===== src/rtl/fetch_pkg.sv =====
// fetch_pkg: shared widths, reset PC and fetch FSM states
package fetch_pkg;
   localparam int XLEN_DEF = 32;
   localparam logic [31:0] RESET_PC_DEF = 32'h0000_0000;
   localparam int ILEN = 32;
   typedef enum logic [0:0] {RUN = 1'b0, DRAIN = 1'b1} fetch_state_e;
endpackage


===== src/rtl/fetch_if.sv =====
// fetch_if: redirect, instruction-memory and decode handshake signals of the fetch stage
interface fetch_if #(parameter int XLEN = fetch_pkg::XLEN_DEF);
   import fetch_pkg::*;
   logic redirect_valid;
   logic [XLEN-1:0] redirect_pc;
   logic imem_req, imem_gnt, imem_rvalid;
   logic [XLEN-1:0] imem_addr;
   logic [ILEN-1:0] imem_rdata;
   logic id_valid, id_ready;
   logic [XLEN-1:0] id_pc;
   logic [ILEN-1:0] id_instr;
   modport master (
      input redirect_valid, redirect_pc, imem_gnt, imem_rvalid, imem_rdata, id_ready,
      output imem_req, imem_addr, id_valid, id_pc, id_instr
   );
   modport slave (
      output redirect_valid, redirect_pc, imem_gnt, imem_rvalid, imem_rdata, id_ready,
      input imem_req, imem_addr, id_valid, id_pc, id_instr
   );
endinterface


===== src/rtl/fetch_fifo.sv =====
// fetch_fifo: 2-entry in-order FIFO with synchronous flush and occupancy count
module fetch_fifo #(parameter int W = 64) (
   input  logic         clk,
   input  logic         rst,
   input  logic         flush,
   input  logic         push,
   input  logic         pop,
   input  logic [W-1:0] din,
   output logic [W-1:0] dout,
   output logic [1:0]   count
);
   logic [W-1:0] mem [2];
   logic wp, rp;
   assign dout = mem[rp];
   always_ff @(posedge clk)
      if (rst || flush) begin
         wp <= 1'b0;
         rp <= 1'b0;
         count <= 2'd0;
      end else begin
         if (push) begin
            mem[wp] <= din;
            wp <= ~wp;
         end
         if (pop) rp <= ~rp;
         count <= count + 2'(push) - 2'(pop);
      end
endmodule


===== src/rtl/fetch_stage.sv =====
// fetch_stage: PC sequencing, single-outstanding imem fetch and 2-entry decode buffer.
// Defining FETCH_STALL_CNT_EN adds stall_cnt, a saturating count of decode back-pressure cycles.
module fetch_stage import fetch_pkg::*; #(
   parameter int XLEN = XLEN_DEF,
   parameter logic [XLEN-1:0] RESET_PC = XLEN'(RESET_PC_DEF)
) (
   input logic clk,
   input logic rst,
   fetch_if.master bus
`ifdef FETCH_STALL_CNT_EN
   ,
   output logic [XLEN-1:0] stall_cnt
`endif
);
   fetch_state_e state;
   logic [XLEN-1:0] pc, req_pc;
   logic outstanding, gnt, rsp, push, pop;
   logic [1:0] count;
   logic [XLEN+ILEN-1:0] head;
   // one FIFO slot is reserved for every request in flight, so a push never finds it full
   assign bus.imem_req = !rst && state == RUN && !outstanding && 3'(count) + 3'(outstanding) < 3'd2;
   assign bus.imem_addr = pc;
   assign bus.id_valid = count != 2'd0;
   assign {bus.id_pc, bus.id_instr} = head;
   assign gnt = bus.imem_req && bus.imem_gnt;
   assign rsp = bus.imem_rvalid && outstanding;
   assign push = rsp && state == RUN && !bus.redirect_valid;
   assign pop = bus.id_valid && bus.id_ready && !bus.redirect_valid;
   fetch_fifo #(.W(XLEN + ILEN)) u_fifo (
      .clk(clk),
      .rst(rst),
      .flush(bus.redirect_valid),
      .push(push),
      .pop(pop),
      .din({req_pc, bus.imem_rdata}),
      .dout(head),
      .count(count)
   );
   always_ff @(posedge clk)
      if (rst) begin
         pc <= RESET_PC;
         req_pc <= '0;
         outstanding <= 1'b0;
         state <= RUN;
      end else begin
         pc <= bus.redirect_valid ? {bus.redirect_pc[XLEN-1:2], 2'b00} : gnt ? pc + XLEN'(4) : pc;
         if (gnt) req_pc <= pc;
         outstanding <= gnt || (outstanding && !bus.imem_rvalid);
         // a response still owed to the old path must be swallowed before fetching resumes
         state <= (bus.redirect_valid && (gnt || (outstanding && !bus.imem_rvalid))) ||
                  (state == DRAIN && !rsp) ? DRAIN : RUN;
      end
`ifdef FETCH_STALL_CNT_EN
   always_ff @(posedge clk)
      if (rst) stall_cnt <= '0;
      else if (bus.id_valid && !bus.id_ready && !(&stall_cnt)) stall_cnt <= stall_cnt + XLEN'(1);
`endif
endmodule


===== src/flat_wrapper.sv =====
// flat-port wrapper written by rule: the top's interface ports become plain ports
module fetch_stage_flat import fetch_pkg::*;
#(
   parameter int XLEN = XLEN_DEF,
   parameter logic [XLEN-1:0] RESET_PC = XLEN'(RESET_PC_DEF)
)
  (clk, rst, bus_redirect_valid, bus_redirect_pc, bus_imem_gnt, bus_imem_rvalid, bus_imem_rdata, bus_id_ready, bus_imem_req, bus_imem_addr, bus_id_valid, bus_id_pc, bus_id_instr);
  fetch_if #(.XLEN(XLEN)) bus_i ();
  input logic clk;
  input logic rst;
  input wire logic [$bits(bus_i.redirect_valid)-1:0] bus_redirect_valid;
  input wire logic [$bits(bus_i.redirect_pc)-1:0] bus_redirect_pc;
  input wire logic [$bits(bus_i.imem_gnt)-1:0] bus_imem_gnt;
  input wire logic [$bits(bus_i.imem_rvalid)-1:0] bus_imem_rvalid;
  input wire logic [$bits(bus_i.imem_rdata)-1:0] bus_imem_rdata;
  input wire logic [$bits(bus_i.id_ready)-1:0] bus_id_ready;
  output wire logic [$bits(bus_i.imem_req)-1:0] bus_imem_req;
  output wire logic [$bits(bus_i.imem_addr)-1:0] bus_imem_addr;
  output wire logic [$bits(bus_i.id_valid)-1:0] bus_id_valid;
  output wire logic [$bits(bus_i.id_pc)-1:0] bus_id_pc;
  output wire logic [$bits(bus_i.id_instr)-1:0] bus_id_instr;
  assign bus_i.redirect_valid = bus_redirect_valid;
  assign bus_i.redirect_pc = bus_redirect_pc;
  assign bus_i.imem_gnt = bus_imem_gnt;
  assign bus_i.imem_rvalid = bus_imem_rvalid;
  assign bus_i.imem_rdata = bus_imem_rdata;
  assign bus_i.id_ready = bus_id_ready;
  assign bus_imem_req = bus_i.imem_req;
  assign bus_imem_addr = bus_i.imem_addr;
  assign bus_id_valid = bus_i.id_valid;
  assign bus_id_pc = bus_i.id_pc;
  assign bus_id_instr = bus_i.id_instr;
  fetch_stage #(.XLEN(XLEN), .RESET_PC(RESET_PC)) u_core (.clk(clk), .rst(rst), .bus(bus_i));
endmodule

===== config.mk =====
export PLATFORM = sky130hd
export DESIGN_NAME = fetch_stage_flat
export DESIGN_NICKNAME = d
export VERILOG_FILES = /design/src/rtl/fetch_pkg.sv /design/src/rtl/fetch_if.sv /design/src/rtl/fetch_fifo.sv /design/src/rtl/fetch_stage.sv /design/src/flat_wrapper.sv
export SDC_FILE = /design/constraint.sdc
export NUM_CORES = 1
export LEC_CHECK = 0
export BUFFER_PORTS_ARGS = -buffer_cell sky130_fd_sc_hd__buf_4
export CAP_MARGIN = 20
export CORE_UTILIZATION = 59
export DETAILED_ROUTE_END_ITERATION = 10
export PLACE_DENSITY = 0.87
export REMOVE_ABC_BUFFERS = 1
export SYNTH_ARGS = -nofsm -noshare
export SYNTH_HDL_FRONTEND = slang
export SYNTH_HIERARCHICAL = 1
export SYNTH_SLANG_ARGS = --single-unit

===== constraint.sdc =====
create_clock -name clk -period 24.6 [get_ports clk]
set_input_delay 2.46 -clock clk [delete_from_list [all_inputs] [get_ports clk]]
set_output_delay 2.46 -clock clk [all_outputs]
set_load 0.05 [all_outputs]

==> results.sh, run 1 <==
export IMPL_routedWlPerCell_um=17.5
export IMPL_final_nets=813
export IMPL_multi_input_comb_area_mm2=0.00257
export IMPL_highest_net_fanout_along_the_worst_path=71
export IMPL_worst_endpoint_arrival_ps=3690
export IMPL_timing_clock_skew_ps=12.9
export IMPL_layout_commonest_cell="sky130_fd_sc_hd__buf_4"
export IMPL_final_setup_violation_count=0
export IMPL_final_seq_area_mm2=0.00519
export IMPL_crit_chain="buf_4 > nor4_4 > buf_4"
export IMPL_synth_yosys_warnings=6
export IMPL_via_total_after_detailed_routing=5139
export IMPL_grt_antenna_before_repair=0
export IMPL_share_of_the_cycle_needed_by_the_critical_path_after_routing_pct=25.0
export IMPL_design_core_area_mm2=0.0132
export IMPL_drt_drc_violations_left=0
export IMPL_synth_sequential_area_ratio_pct=64.8
export IMPL_irDropWorstVdd_uv=47.5
export IMPL_cts_buffers=17
export IMPL_synth_edf_count=128
export IMPL_placement_io_buffers=163
export IMPL_status="complete, no violations"
export IMPL_initial_core_util_pct=60.4
export IMPL_clkSinkCount=195
export IMPL_highest_attainable_clock_frequency_mhz=163
export IMPL_cts_resized=0
export IMPL_total_power_uw=661
export IMPL_worst_hold_path_type="flip-flop to flip-flop"
export IMPL_min_period_ps=6150
export IMPL_n_fill_cell=852
export IMPL_mean_post_synth_cell_area_um2=13.8
export IMPL_clock_insertion_delay_worst_skew_ps=430
export IMPL_sum_of_negative_setup_slack_ps=0
export IMPL_clock_tree_root="sky130_fd_sc_hd__clkbuf_16"
export IMPL_cts_hold_buffers_added=0
export IMPL_critical_path_endpoint_type="primary output"
export IMPL_highest_count_cells_in_the_layout_ignoring_fill_and_taps="169 x sky130_fd_sc_hd__buf_4, 128 x sky130_fd_sc_hd__edfxtp_1, 83 x sky130_fd_sc_hd__nand2_1"
export IMPL_grt_pass1_vias=4977
export IMPL_drt_antenna_violating_nets=0
export IMPL_postSynthCellCount=580
export IMPL_die_area_mm2=0.0140
export IMPL_area_delta_synth_final_pct=22.7
export IMPL_overflow=0
export IMPL_netlist_area_mm2=0.00800
export IMPL_timing_critical_path_slowest_stage_cell="sky130_fd_sc_hd__nor4_4"
export IMPL_drv_cap=0
export IMPL_gp_congestion=0.837
export IMPL_rows=42
export IMPL_antenna_cells=0
export IMPL_number_of_h_tree_levels=4
export IMPL_final_layout_size_suffix_gt1_share_pct=36.0
export IMPL_timing_critical_path_required_ps=22140
export IMPL_dr_pass1_iters=5
export IMPL_synth_async_sr_flop_share_pct=0
export IMPL_gr_usage_all_layers_pct=24.4
export IMPL_most_used_dff_post_synth="sky130_fd_sc_hd__edfxtp_1"
export IMPL_synth_distinct_cells=49
export IMPL_die_width_um=118
export IMPL_postRouteWirelength_mm=16.2
export IMPL_path_clk_slew_ps=60
export IMPL_timing_setup_critical_path_class="input port to primary output"
export IMPL_reported_leakage_power_nw=3.74
export IMPL_timing_critical_path_max_delay_family="buffers and inverters"
export IMPL_drt_first_iter_violations=467
export IMPL_critPathBufInv=2
export IMPL_pin_count_of_the_biggest_net_entering_global_routing=72
export IMPL_cpPeakStageDelay_ps=590
export IMPL_critical_path_startpoint_type="input port"
export IMPL_number_of_pins_exceeding_their_max_slew_limit_in_the_final_report=0
export IMPL_routed_via_density=5.54
export IMPL_worst_slew_pin_transition_ps=843
export IMPL_relative_max_transition_margin_pct=43.4
export IMPL_dp_hpwl_mm=10.8
export IMPL_p_per_area_mw_per_mm2=67.4
export IMPL_postSynthRegisterBits=195
export IMPL_crit_path_frequent_cell="sky130_fd_sc_hd__buf_4"
export IMPL_boundaryPins=168
export IMPL_die_y_um=118
export IMPL_grt_first_pass_wirelength_mm=26.1
export IMPL_hold_viol=0
export IMPL_postCtsSetupBuffers=0
export IMPL_ctsLongestPathBuffers=2
export IMPL_rsz0062_at_grt="false"
export IMPL_cts_tree="yes"
-- cell type report --
| cell class | instances | share of cell area, % |
|---|---|---|
| tap | 176 | 2.24 |
| sequential | 195 | 52.9 |
| timing repair buffer | 169 | 12.9 |
| clock buffer | 27 | 5.21 |
| inverter | 8 | 0.306 |
| clock inverter | 4 | 0.268 |
| multi-input combinational | 349 | 26.2 |
-- sequential cells by signal, summed over array words and instances (netlist names), named ones only --
| signal | flops |
|---|---|
| u_core/req_pc | 30 |
| u_core/outstanding | 1 |
| u_core/u_fifo/wp | 1 |
| u_core/u_fifo/count | 2 |
| u_core/u_fifo/mem | 128 |
| u_core/state | 1 |
| u_core/u_fifo/rp | 1 |
| u_core/bus.imem_addr | 30 |
-- metrics by stage --
stage / area, um2 / utilization (%) / instances / hold WS, ps / worst slack [ps]
finish: 9820 / 74.1 / 928 / 452 / 18450
global route: 9820 / 74.1 / 928 / 465 / 18360
CTS: 9820 / 74.1 / 928 / 454 / 18460
detailed placement: 9280 / 70.1 / 897 / 438 / 18470
global placement: 9280 / 70.1 / 897 / 430 / 18500
floorplan: 7780 / - / 552 / 425 / 14450
-- Yosys cell counts (4+ instances only) --
cell,count,share of area [%]
sky130_fd_sc_hd__o21ai_0,4,0.25
sky130_fd_sc_hd__nor3_1,12,0.75
sky130_fd_sc_hd__clkbuf_1,20,0.94
sky130_fd_sc_hd__xnor2_1,16,1.8
sky130_fd_sc_hd__nand2_1,83,3.9
sky130_fd_sc_hd__mux2_4,60,11
sky130_fd_sc_hd__buf_12,6,1.5
sky130_fd_sc_hd__a211oi_1,12,1.1
sky130_fd_sc_hd__dfxtp_1,67,17
sky130_fd_sc_hd__nor2_1,21,0.99
sky130_fd_sc_hd__nand3_1,7,0.44
sky130_fd_sc_hd__and3_1,5,0.39
sky130_fd_sc_hd__mux2_2,4,0.56
sky130_fd_sc_hd__nand4_1,18,1.4
sky130_fd_sc_hd__xor2_1,10,1.1
sky130_fd_sc_hd__a21oi_1,40,2.5
sky130_fd_sc_hd__inv_1,7,0.33
sky130_fd_sc_hd__nor4_1,5,0.39
sky130_fd_sc_hd__and2_1,8,0.63
sky130_fd_sc_hd__o22ai_1,4,0.31
sky130_fd_sc_hd__edfxtp_1,128,48
-- power by group --
group | switching (mW) | internal [mW] | leakage, nW
combinational | 0.0318 | 0.0186 | 1.70
clock | 0.109 | 0.142 | 0.260
sequential | 0.00710 | 0.353 | 1.78
total | 0.147 | 0.514 | 3.74
-- cell families (layout without fill, tap and decap cells) --
logic type,after synthesis,count (layout),synth area share [%]
DFF,195,195,64.8
and+or+nand+nor,177,177,10.9
AOI/OAI and AO/OA,69,69,5.02
muxes,67,67,12.2
buffers and inverters,41,208,3.38
xor gates and xnor gates,27,27,3.13
adders and majority gates,3,3,0.469
other,1,6,0.0469
-- per-layer routing --
layer	global-route usage (%)	share of wire (%)
met1	32.2	42
met3	5.89	7.8
met2	39.2	49
met5	0	0
met4	9.81	2.0
-- path summary, 6_finish.rpt --
kind                                from                  endpoint  slack, ps  cells after the start
hold / removal         u_core/req_pc[17]  u_core/u_fifo/mem[1][49]        450                      0
hold reg to reg        u_core/req_pc[17]  u_core/u_fifo/mem[1][49]        450                      0
setup / recovery                     rst              bus_imem_req      18450                      3
setup reg to reg  u_core/u_fifo/count[1]  u_core/bus.imem_addr[17]      21900                      6
Power figures use the tool's default switching activity.
==> run 2, diff against run 1 <==
--- a/config.mk
+++ b/config.mk
@@ -5,11 +5,12 @@
 export SDC_FILE = /design/constraint.sdc
 export NUM_CORES = 1
 export LEC_CHECK = 0
+export ABC_AREA = 1
 export BUFFER_PORTS_ARGS = -buffer_cell sky130_fd_sc_hd__buf_4
 export CAP_MARGIN = 20
-export CORE_UTILIZATION = 59
+export CORE_UTILIZATION = 55
 export DETAILED_ROUTE_END_ITERATION = 10
-export PLACE_DENSITY = 0.87
+export PLACE_DENSITY = 0.82
 export REMOVE_ABC_BUFFERS = 1
 export SYNTH_ARGS = -nofsm -noshare
 export SYNTH_HDL_FRONTEND = slang
==> constraint.sdc (replaced) <==
create_clock -name clk -period 6.1 [get_ports clk]
set_input_delay 0.61 -clock clk [delete_from_list [all_inputs] [get_ports clk]]
set_output_delay 0.61 -clock clk [all_outputs]
set_load 0.05 [all_outputs]
==> run 2 against run 1 <==
Compared with the run above:
- sequential share of layout area decreased by 2.2 points
- design area increased by 4.3%
- critical path depth unchanged
- final cell count increased by 17%
- worst setup slack got worse by 15000 ps
- worst hold slack got worse by 89 ps
- clock power increased to 4.2 times the previous value
- register-to-register slack got worse by 18000 ps
- clock-buffer cell count decreased by 10
==> results.sh, run 2 <==
export IMPL_number_of_pins_exceeding_their_max_slew_limit_in_the_final_report=0
export IMPL_yosysTopAreaCellShare_pct=45.5
export IMPL_area_delta_synth_final_pct=21.1
export IMPL_switching_share_pct=24.1
export IMPL_netlist_area_mm2=0.00846
export IMPL_final_nets=966
export IMPL_crit_path_frequent_cell="sky130_fd_sc_hd__buf_4"
export IMPL_finish_utilization_pct=69.4
export IMPL_ctsLongestPathBuffers=2
export IMPL_postSynthRegisterBits=195
export IMPL_mean_post_synth_cell_area_um2=11.6
export IMPL_cpPeakStageDelay_ps=730
export IMPL_drv_cap=0
export IMPL_registers_top_by_ff_count="u_core/u_fifo/mem"
export IMPL_initial_core_util_pct=57.3
export IMPL_dp_hpwl_mm=11.7
export IMPL_synth_sequential_area_ratio_pct=61.3
export IMPL_share_of_the_cycle_needed_by_the_critical_path_after_routing_pct=49.5
export IMPL_seq_power_share_pct=53.6
export IMPL_synth_top_area_cell="sky130_fd_sc_hd__edfxtp_1"
export IMPL_hold_viol=0
export IMPL_total_power_mw=2.73
export IMPL_grt_first_pass_wirelength_mm=28.1
export IMPL_postCtsSetupBuffers=0
export IMPL_final_layout_size_suffix_gt1_share_pct=31.7
export IMPL_worst_endpoint_arrival_ps=2410
export IMPL_via_total_after_detailed_routing=5791
export IMPL_clkSinkCount=195
export IMPL_critical_path_endpoint_type="primary output"
export IMPL_synth_cells_most_frequent="139 x sky130_fd_sc_hd__nand2_1, 128 x sky130_fd_sc_hd__edfxtp_1, 67 x sky130_fd_sc_hd__dfxtp_1, 65 x sky130_fd_sc_hd__inv_1, 60 x sky130_fd_sc_hd__mux2_4"
export IMPL_worst_hold_path_type="input port to flip-flop"
export IMPL_crit_chain="buf_4 > mux2_2 > buf_4"
export IMPL_critPathBufInv=2
export IMPL_timing_critical_path_slowest_stage_cell="sky130_fd_sc_hd__buf_4"
export IMPL_cts_buffers=17
export IMPL_grt_pass1_vias=5698
export IMPL_die_y_um=126
export IMPL_cts_hold_buffers_added=0
export IMPL_placement_io_buffers=163
export IMPL_drt_drc_violations_left=0
export IMPL_switching_power_uw=659
export IMPL_antenna_cells=0
export IMPL_drt_antenna_violating_nets=0
export IMPL_timing_setup_critical_path_class="flip-flop to primary output"
export IMPL_path_clk_slew_ps=70
export IMPL_synth_distinct_cells=37
export IMPL_gp_congestion=0.878
export IMPL_sum_of_negative_setup_slack_ps=0
export IMPL_dr_pass1_iters=5
export IMPL_timing_critical_path_required_ps=5490
export IMPL_drt_first_iter_violations=468
export IMPL_final_setup_violation_count=0
export IMPL_power_share_combinational_pct=7.9
export IMPL_postRouteWirelength_mm=17.8
export IMPL_rows=44
export IMPL_highest_attainable_clock_frequency_mhz=331
export IMPL_gr_usage_all_layers_pct=23.2
export IMPL_highest_count_cells_in_the_layout_ignoring_fill_and_taps="167 x sky130_fd_sc_hd__buf_4, 139 x sky130_fd_sc_hd__nand2_1, 128 x sky130_fd_sc_hd__edfxtp_1"
export IMPL_intPower_mw=2.08
export IMPL_status="complete, no violations"
export IMPL_highest_net_fanout_along_the_worst_path=44
export IMPL_largest_register_ffs=128
export IMPL_min_period_ps=3020
export IMPL_overflow=0
export IMPL_die_area_mm2=0.0159
export IMPL_most_used_dff_post_synth="sky130_fd_sc_hd__edfxtp_1"
export IMPL_cts_tree="yes"
export IMPL_yosys_top_cells_area="sky130_fd_sc_hd__edfxtp_1 45%, sky130_fd_sc_hd__dfxtp_1 16%, sky130_fd_sc_hd__mux2_4 11%, sky130_fd_sc_hd__nand2_1 6.2%, sky130_fd_sc_hd__a21oi_1 3.1%"
export IMPL_boundaryPins=168
export IMPL_critical_path_startpoint_type="flip-flop"
export IMPL_routed_via_density=5.31
export IMPL_design_core_area_mm2=0.0148
export IMPL_number_of_h_tree_levels=4
export IMPL_timing_clock_skew_ps=6.31
export IMPL_hold_path_startpoint="bus_imem_rdata[23]"
export IMPL_cts_resized=0
export IMPL_final_hold_slack_ps=363
export IMPL_synth_yosys_warnings=6
export IMPL_timing_critical_path_max_delay_family="buffers and inverters"
export IMPL_synth_async_sr_flop_share_pct=0
export IMPL_synth_edf_count=128
export IMPL_timing_rr_start="u_core/outstanding"
export IMPL_clock_tree_root="sky130_fd_sc_hd__clkbuf_16"
export IMPL_rsz0062_at_grt="false"
export IMPL_relative_max_transition_margin_pct=38.1
export IMPL_clock_insertion_delay_worst_skew_ps=430
export IMPL_grt_antenna_before_repair=0
export IMPL_worst_slew_pin_transition_ps=928
export IMPL_irDropWorstVdd_uv=177
export IMPL_reported_leakage_power_nw=3.99
export IMPL_p_per_area_mw_per_mm2=267
export IMPL_die_width_um=126
export IMPL_postSynthCellCount=732
export IMPL_layout_commonest_cell="sky130_fd_sc_hd__buf_4"
export IMPL_synth_most_common_cell="sky130_fd_sc_hd__nand2_1"
export IMPL_routedWlPerCell_um=16.3
export IMPL_pin_count_of_the_biggest_net_entering_global_routing=57
export IMPL_power_share_clock_pct=38.6
==> run 2: cell type report <==
class / count / area (um2)
clock buffers: 17 / 425
clock inverters: 15 / 131
flip-flops and latches: 195 / 5190
fillers: 1092 / 4520
repair buffers: 167 / 1250
multi-input cells: 443 / 2750
well taps: 184 / 230
inverters: 69 / 262
==> run 2: metrics by stage <==
step / setup slack (ps) / instance area, um2 / std cells
floorplan: 142 / 8180 / 707
global placement: 3020 / 9680 / 1058
detailed placement: 2990 / 9680 / 1058
CTS: 3050 / 10200 / 1090
global route: 2970 / 10200 / 1090
finish: 3080 / 10200 / 1090
==> run 2: cells by family after synthesis <==
| logic type | after synthesis | share of synthesized area, % |
|---|---|---|
| xor gates and xnor gates | 5 | 0.518 |
| DFF | 195 | 61.3 |
| AOI/OAI and AO/OA | 114 | 6.95 |
| muxes | 64 | 11.2 |
| and+or+nand+nor | 251 | 13.0 |
| buffers and inverters | 99 | 6.57 |
| adders and majority gates | 3 | 0.444 |
| other | 1 | 0.0443 |
==> run 2: worst paths after layout <==
path	cells after the start	to	slack (ps)
setup / recovery	3	bus_id_instr[1]	3080
hold / removal	1	u_core/u_fifo/mem[1][23]	360
setup reg to reg	5	u_core/u_fifo/mem[0][2]	3520
hold reg to reg	0	u_core/u_fifo/mem[1][38]	460
==> run 2: power by group through the flow <==
stage / clock network, mW / logic, mW / registers (mW)
floorplan: 0 / 0.0827 / 1.53
global placement: 0 / 0.210 / 1.49
detailed placement: 0 / 0.214 / 1.49
CTS: 1.07 / 0.215 / 1.46
global route: 1.13 / 0.231 / 1.47
finish: 1.05 / 0.216 / 1.46
==> run 2: routing by layer <==
layer | up-vias | wire length (um) | GRT usage (%)
met5 | - | 0 | 0
met4 | 0 | 529 | 11.8
met3 | 35 | 1130 | 5.48
met2 | 208 | 8590 | 39.5
met1 | 2732 | 7580 | 27.4
li1 | 2816 | - | -
